--- src/rtl/mem_sched.sv ---
// mem_sched: arbitrates IF / LD / ST requests onto the single byte-serial
// memory controller port. Fixed priority ST > LD > IF, with an anti-starvation
// counter that forces an IF grant after STARVE_MAX consecutive LD/ST grants
// while IF waits. Pipeline flush cancels speculative IF/LD traffic; an
// in-flight controller transaction is always run to completion (DRAIN).
module mem_sched #(
  parameter int unsigned STARVE_MAX = 4
) (
  input  logic        clk,
  input  logic        rst_n,
  input  logic        rdy,
  input  logic        iFLUSH,
  input  logic        iIF_req,
  input  logic [31:0] iIF_addr,
  output logic        oIF_done,
  output logic [31:0] oIF_inst,
  input  logic        iLD_req,
  input  logic [31:0] iLD_addr,
  input  logic [1:0]  iLD_len,
  output logic        oLD_done,
  output logic [31:0] oLD_dt,
  input  logic        iST_req,
  input  logic [31:0] iST_addr,
  input  logic [1:0]  iST_len,
  input  logic [31:0] iST_dt,
  output logic        oST_done,
  output logic        oMC_en,
  output logic        oMC_ls,
  output logic [1:0]  oMC_len,
  output logic [31:0] oMC_addr,
  output logic [31:0] oMC_dt,
  input  logic        iMC_done,
  input  logic [31:0] iMC_dt
);

  typedef enum logic [1:0] {
    ST_IDLE  = 2'd0,
    ST_BUSY  = 2'd1,
    ST_RESP  = 2'd2,
    ST_DRAIN = 2'd3
  } state_t;

  typedef enum logic [1:0] {
    OWN_IF = 2'd0,
    OWN_LD = 2'd1,
    OWN_ST = 2'd2
  } owner_t;

  localparam logic [2:0] SMAX = 3'(STARVE_MAX);

  state_t      state_q,   state_d;
  owner_t      owner_q,   owner_d;
  logic [2:0]  starve_q,  starve_d;
  logic        mc_en_q,   mc_en_d;
  logic        mc_ls_q,   mc_ls_d;
  logic [1:0]  mc_len_q,  mc_len_d;
  logic [31:0] mc_addr_q, mc_addr_d;
  logic [31:0] mc_dt_q,   mc_dt_d;
  logic [31:0] rdata_q,   rdata_d;

  logic if_ok, ld_ok, st_ok, starved;
  logic gnt_if, gnt_ld, gnt_st, any_gnt;
  logic flush_eff;

  // Zero-extend load data according to access length (3 is treated as word).
  function automatic logic [31:0] shape_load(input logic [1:0] len,
                                             input logic [31:0] dt);
    logic [31:0] r;
    case (len)
      2'd0:    r = {24'b0, dt[7:0]};
      2'd1:    r = {16'b0, dt[15:0]};
      default: r = dt;
    endcase
    return r;
  endfunction

  // Arbitration: flush removes IF/LD from the current cycle; starvation forces IF.
  always_comb begin
    if_ok   = iIF_req & ~iFLUSH;
    ld_ok   = iLD_req & ~iFLUSH;
    st_ok   = iST_req;
    starved = if_ok && (starve_q == SMAX);
    gnt_st  = ~starved & st_ok;
    gnt_ld  = ~starved & ~st_ok & ld_ok;
    gnt_if  = starved | (if_ok & ~st_ok & ~ld_ok);
    any_gnt = gnt_st | gnt_ld | gnt_if;
  end

  // Next-state, latch and counter logic; everything holds while rdy is low.
  always_comb begin
    state_d   = state_q;
    owner_d   = owner_q;
    starve_d  = starve_q;
    mc_en_d   = mc_en_q;
    mc_ls_d   = mc_ls_q;
    mc_len_d  = mc_len_q;
    mc_addr_d = mc_addr_q;
    mc_dt_d   = mc_dt_q;
    rdata_d   = rdata_q;
    if (rdy) begin
      case (state_q)
        ST_IDLE: begin
          if (any_gnt) begin
            state_d = ST_BUSY;
            mc_en_d = 1'b1;
            if (gnt_st) begin
              owner_d   = OWN_ST;
              mc_ls_d   = 1'b1;
              mc_len_d  = iST_len;
              mc_addr_d = iST_addr;
              mc_dt_d   = iST_dt;
            end else if (gnt_ld) begin
              owner_d   = OWN_LD;
              mc_ls_d   = 1'b0;
              mc_len_d  = iLD_len;
              mc_addr_d = iLD_addr;
              mc_dt_d   = 32'h0;
            end else begin
              owner_d   = OWN_IF;
              mc_ls_d   = 1'b0;
              mc_len_d  = 2'd2;
              mc_addr_d = iIF_addr;
              mc_dt_d   = 32'h0;
            end
            // IF waiting behind an LD/ST grant ages the counter; otherwise clear.
            if (gnt_if || !iIF_req) begin
              starve_d = 3'd0;
            end else if (starve_q < SMAX) begin
              starve_d = starve_q + 3'd1;
            end
          end
        end
        ST_BUSY: begin
          if (iMC_done) begin
            // Completion wins over a same-cycle flush; RESP may still suppress.
            state_d = ST_RESP;
            mc_en_d = 1'b0;
            if (owner_q == OWN_LD) begin
              rdata_d = shape_load(mc_len_q, iMC_dt);
            end else if (owner_q == OWN_IF) begin
              rdata_d = iMC_dt;
            end
          end else if (iFLUSH && owner_q != OWN_ST) begin
            state_d = ST_DRAIN;
          end
        end
        ST_RESP: begin
          state_d = ST_IDLE;
        end
        ST_DRAIN: begin
          // Controller cannot abort: wait out the transaction, drop its data.
          if (iMC_done) begin
            state_d = ST_IDLE;
            mc_en_d = 1'b0;
          end
        end
        default: begin
          state_d = ST_IDLE;
          mc_en_d = 1'b0;
        end
      endcase
    end
  end

  // State and latch registers with asynchronous active-low reset.
  always_ff @(posedge clk or negedge rst_n) begin
    if (!rst_n) begin
      state_q   <= ST_IDLE;
      owner_q   <= OWN_IF;
      starve_q  <= 3'd0;
      mc_en_q   <= 1'b0;
      mc_ls_q   <= 1'b0;
      mc_len_q  <= 2'd0;
      mc_addr_q <= 32'h0;
      mc_dt_q   <= 32'h0;
      rdata_q   <= 32'h0;
    end else begin
      state_q   <= state_d;
      owner_q   <= owner_d;
      starve_q  <= starve_d;
      mc_en_q   <= mc_en_d;
      mc_ls_q   <= mc_ls_d;
      mc_len_q  <= mc_len_d;
      mc_addr_q <= mc_addr_d;
      mc_dt_q   <= mc_dt_d;
      rdata_q   <= rdata_d;
    end
  end

  // Done pulses decode RESP; a flush seen during RESP cancels IF/LD results.
  always_comb begin
    flush_eff = rdy & iFLUSH;
    oIF_done  = (state_q == ST_RESP) && (owner_q == OWN_IF) && !flush_eff;
    oLD_done  = (state_q == ST_RESP) && (owner_q == OWN_LD) && !flush_eff;
    oST_done  = (state_q == ST_RESP) && (owner_q == OWN_ST);
  end

  assign oIF_inst = rdata_q;
  assign oLD_dt   = rdata_q;
  assign oMC_en   = mc_en_q;
  assign oMC_ls   = mc_ls_q;
  assign oMC_len  = mc_len_q;
  assign oMC_addr = mc_addr_q;
  assign oMC_dt   = mc_dt_q;

endmodule

--- config.mk ---
export PLATFORM = sky130hd
export DESIGN_NAME = mem_sched
export DESIGN_NICKNAME = d
export VERILOG_FILES = /design/src/rtl/mem_sched.sv
export SDC_FILE = /design/constraint.sdc
export NUM_CORES = 1
export LEC_CHECK = 0
export ABC_AREA = 1
export CORE_UTILIZATION = 35
export DETAILED_ROUTE_END_ITERATION = 10
export HOLD_SLACK_MARGIN = 0.08
export PLACE_DENSITY = 0.76
export SETUP_SLACK_MARGIN = 0.5
export SLEW_MARGIN = 10
export SYNTH_ARGS = -nofsm -noshare
export SYNTH_HDL_FRONTEND = slang
export SYNTH_SLANG_ARGS = --single-unit
--- constraint.sdc ---
create_clock -name clk -period 3.7 [get_ports clk]
set_input_delay 0.74 -clock clk [delete_from_list [all_inputs] [get_ports clk]]
set_output_delay 0.74 -clock clk [all_outputs]
set_load 0.005 [all_outputs]
# --- Word level (Yosys, flattened, before mapping) ---
# Cells that the tools add are included.
classes:
  n_lt_le_gt_ge: 1
  add_sub_neg: 1
  reduce_logical: 22
  bitwise_logic: 15
  mux: 21
  eq_ne: 12
op_table:
  columns: ["cell", "count"]
  rows:
  - ["$mux 32", 5]
  - ["$pmux 32 s2", 1]
  - ["$reduce_and 4->1", 4]
  - ["$mux 2", 7]
  - ["$and 1x1->1", 8]
  - ["$pmux 2 s4", 1]
  - ["$logic_and 1x1->1", 7]
  - ["$eq 2x1->1 const B", 3]
  - ["$eq 2x2->1 const B", 3]
  - ["$logic_not 2->1", 3]
  - ["$mux 3", 2]
  - ["$ne 2x2->1 const B", 3]
  - ["$reduce_bool 2->1", 3]
  - ["$mux 1", 4]
  - ["$not 1->1", 4]
  - ["$add 3x1->3 const B", 1]
  - ["$eq 3x3->1 const B", 1]
  - ["$lt 3x3->1 const B", 1]
  - ["$ne 3x3->1 const B", 1]
  - ["$or 1x1->1", 3]
  - ["$reduce_and 3->1", 1]
  - ["$logic_not 1->1", 2]
  - ["$ne 2x1->1 const B", 1]
  - ["$pmux 1 s2", 1]
  - ["other kinds (2)", 2]
totals:
  register_bits: 107
  output_inout_bits: 135
  word_cells: 81

# --- Logic depth before layout (Yosys ltp) ---
depth:
  depth_word: 10
  depth_mapped: 12
  ltp_nobuf: 11

# --- Worst setup path before layout ---
# No wires, ideal clock.
synth_timing:
  path_type: "input-to-output"
  start: "input rdy"
  end: "output oIF_done"
  required_time_ns: 2.960
  t_arrival_ns: 1.054
  setup_slack_ns: 1.906
  path_buffers: 0
  path_stages: 3
  path_cell_list: "inv_2 o21bai_1 nor3_1"
synth_between:
  elab_chain_len: 3
synth_lines:
  columns: ["element", "line", "rtl"]
  rows:
  - ["start: declaration", "11", "input logic rdy,"]
  - ["$and 1x1->1", "192", "flush_eff = rdy & iFLUSH;"]
  - ["$logic_not 1->1", "193", "oIF_done = (state_q == ST_RESP) && (owner_q == OWN_IF) && !flush_eff;"]
  - ["$logic_and 1x1->1", "193", null]
  - ["end: declaration", "15", "output logic oIF_done,"]
# No other way between the ends.

# --- Worst setup path in the final report ---
# Ends and elaborated chain as after synthesis.

==> results.cfg <==
[timing]
setup-violations-final = 0
fin_worst_skew_ns = 0.007922
fin_setup_tns_ns = 0
whs_ns = 0.3862
post-route-min-period_ns = 2.884
rsz0062_at_grt = false
worstMarginPinSlew_ns = 0.7622
relSlewSlack = 0.4907
max_freq_mhz = 346.7
hold_violations = 0
finalCritPeriodShare = 0.7795
finalMaxSlewViolations = 0

[synth]
synthAdderAreaFrac = 0.004682
netlist_area_um2 = 5345
yosysUniqueCellTypes = 23
synth_top_area_frac = 0.4963
syn_nets = 860
ys_warn_count = 0
post_synth_xor_area_fraction = 0
yosys-mux-area-fraction = 0
avgSynthCellArea_um2 = 7.792
synth_area_leaders = dfrtp_1 50%, nand2_1 21%, nand3_1 12%
synth_top_family_by_area = simple AND/OR/NAND/NOR gates
synth_compound_area_frac = 0.01241
synth_seq_cells = 106
yosysTopAreaCell = dfrtp_1
synth_simple_gate_area_share = 0.3914
syn_inst = 686
yosysSeqAreaShare = 0.4963

[final_layout]
area_delta_synth_final_pct = 60.56
fin_nets = 1117
mostFrequentLayoutCells = 305 x clkdlybuf4s50_1, 304 x nand2_1, 126 x nand3_1, 106 x dfrtp_1, 32 x or2_2
drive_above_1_share = 0.06864
final_common_cell = clkdlybuf4s50_1
fillCellCount = 1364
antenna_cells = 0
post-route-util = 0.5838

[global_routing]
antenna_found_initial = 0
gr-total-overflow = 0
grt_pass1_wl_mm = 26.43
first_global_vias = 5267
grt.total_usage = 0.2123
grt_max_degree = 72

[route]
drt_iter0_drc = 218
routed_via_density = 4.683
drc_errors = 23
vias = 5296
first_pass_iters = 9
wl_per_cell_um = 14.52
ant_nets = 0
wl_mm = 16.42

[worst_setup_path]
cp.arrival_ns = 2.14
endpoint_kind = output pin
critPathKind = input port to output pin
crit_fanout = 5
critPathLaunchType = input port
crit_required_ns = 2.96

[outcome]
violations = DRC
status = finished, violations left

[pwr]
p_clk_frac = 0.171
p_int_mw = 3.865
power.share.sequential = 0.365
switching_power_mw = 1.849
combPwrFrac = 0.465
powerDensity_nw_per_um2 = 665.8
switching_share = 0.3236
irDropWorstVdd_uv = 241.0
leakagePower_nw = 4.048

[cts]
numCtsBuffers = 9
cts_buffer_depth = 2
cts_tree = yes
clock-sinks = 106
htree_levels = 3
clkTransAtPathRegs_ns = 0.08
postCtsHoldBufs = 0
worstSkewPairLatency_ns = 0.35
cts-resized-gates = 0
cts_setup_buffers = 0
cts_root_buf = clkbuf_16

[placement]
dp_hpwl_mm = 12.15
portBuffers = 306
gp_congestion = 0.8067

[floorplan]
rows = 44
ios = 307
dieArea_um2 = 15770
dieHeight_um = 125.6
initial_utilization = 0.3636
core_area_um2 = 14700
fp.dieW_um = 125.6

[min_path]
worstHoldPathType = input port to asynchronous set/reset pin

[run]
max_cap_viol_count = 0
[through the flow]
step                      power (mW)  area (um2)  setup slack (ns)  std cells
final                          5.714        8582            0.8158       1131
after global routing           6.130        8582            0.7005       1131
after CTS                      5.787        8582            0.7919       1131
after detailed placement       4.784        8283            0.7376       1116
after global placement         4.728        8283            0.7866       1116
after floorplan                3.165        5345             1.906        686
[power by group through the flow]
| stage | Combinational [mW] | Sequential [mW] | Clock [mW] |
|---|---|---|---|
| floorplan | 1.06 | 2.10 | 0 |
| global placement | 2.64 | 2.08 | 0 |
| detailed placement | 2.68 | 2.10 | 0 |
| CTS | 2.70 | 2.09 | 1.00 |
| global route | 2.91 | 2.17 | 1.05 |
| finish | 2.66 | 2.08 | 0.974 |
[synthesized netlist by cell type (all sizes together)]
library cell / count
nand4: 2
nor4: 1
nor3: 2
or2: 32
ha: 2
dfrtp: 106
nand2: 306
clkbuf: 12
o21ai: 6
nand3b: 1
a21boi: 1
nand3: 126
a21oi: 2
nor2: 11
inv: 19
o21bai: 1
buf: 56
[layout make-up]
| type | count | area (um2) | area share |
|---|---|---|---|
| timing repair buffer | 314 | 3146 | 0.3665 |
| clock inverter | 6 | 73.82 | 0.008602 |
| multi-input combinational | 493 | 2183 | 0.2544 |
| tap | 184 | 230.2 | 0.02683 |
| clock buffer | 9 | 225.2 | 0.02624 |
| sequential | 106 | 2653 | 0.3091 |
| inverter | 19 | 71.32 | 0.008310 |
[critical path, stage by stage]
cell and delay [ns]:
clkdlybuf4s50_1 0.49, inv_2 0.14, o21bai_1 0.09, nor3_1 0.14, clkdlybuf4s50_1 0.54
[sequential cells by signal, indices dropped and copies added, names as in the netlist]
name / cells
oMC_addr: 32
oMC_len: 2
owner_q: 2
starve_q: 3
oMC_en: 1
oMC_dt: 32
oIF_inst: 32
state_q: 2
[cell families after synthesis]
kind of cell / after synthesis
simple gates: 481
flops: 106
buf+inv: 87
compound gates: 10
fa+ha+maj: 2
[metal layers]
metal / global-route usage / share of wire / up-vias
li1: - / - / 2650
met4: 0.07747 / 0.022 / 0
met3: 0.05306 / 0.073 / 27
met1: 0.2379 / 0.41 / 2402
met2: 0.3873 / 0.50 / 217
met5: 0 / 0 / -
[path summary, 6_finish.rpt]
| kind | startpoint | slack [ns] | end | depth (start not counted) |
|---|---|---|---|---|
| max in group asynchronous | rst_n | 2.56 | oMC_addr[11]$_DFFE_PN0P_ | 2 |
| min in group clk | oMC_addr[17]$_DFFE_PN0P_ | 0.48 | oMC_addr[17]$_DFFE_PN0P_ | 2 |
| worst min-delay path | rst_n | 0.39 | oIF_inst[5]$_DFFE_PN0P_ | 1 |
| worst min register to register | oMC_addr[17]$_DFFE_PN0P_ | 0.48 | oMC_addr[17]$_DFFE_PN0P_ | 2 |
| worst max register to register | starve_q[0]$_DFFE_PN0P_ | 1.41 | oMC_dt[12]$_DFFE_PN0P_ | 10 |
| worst max-delay path | rdy | 0.82 | oIF_done | 5 |
(Power assumes the default switching activity.)
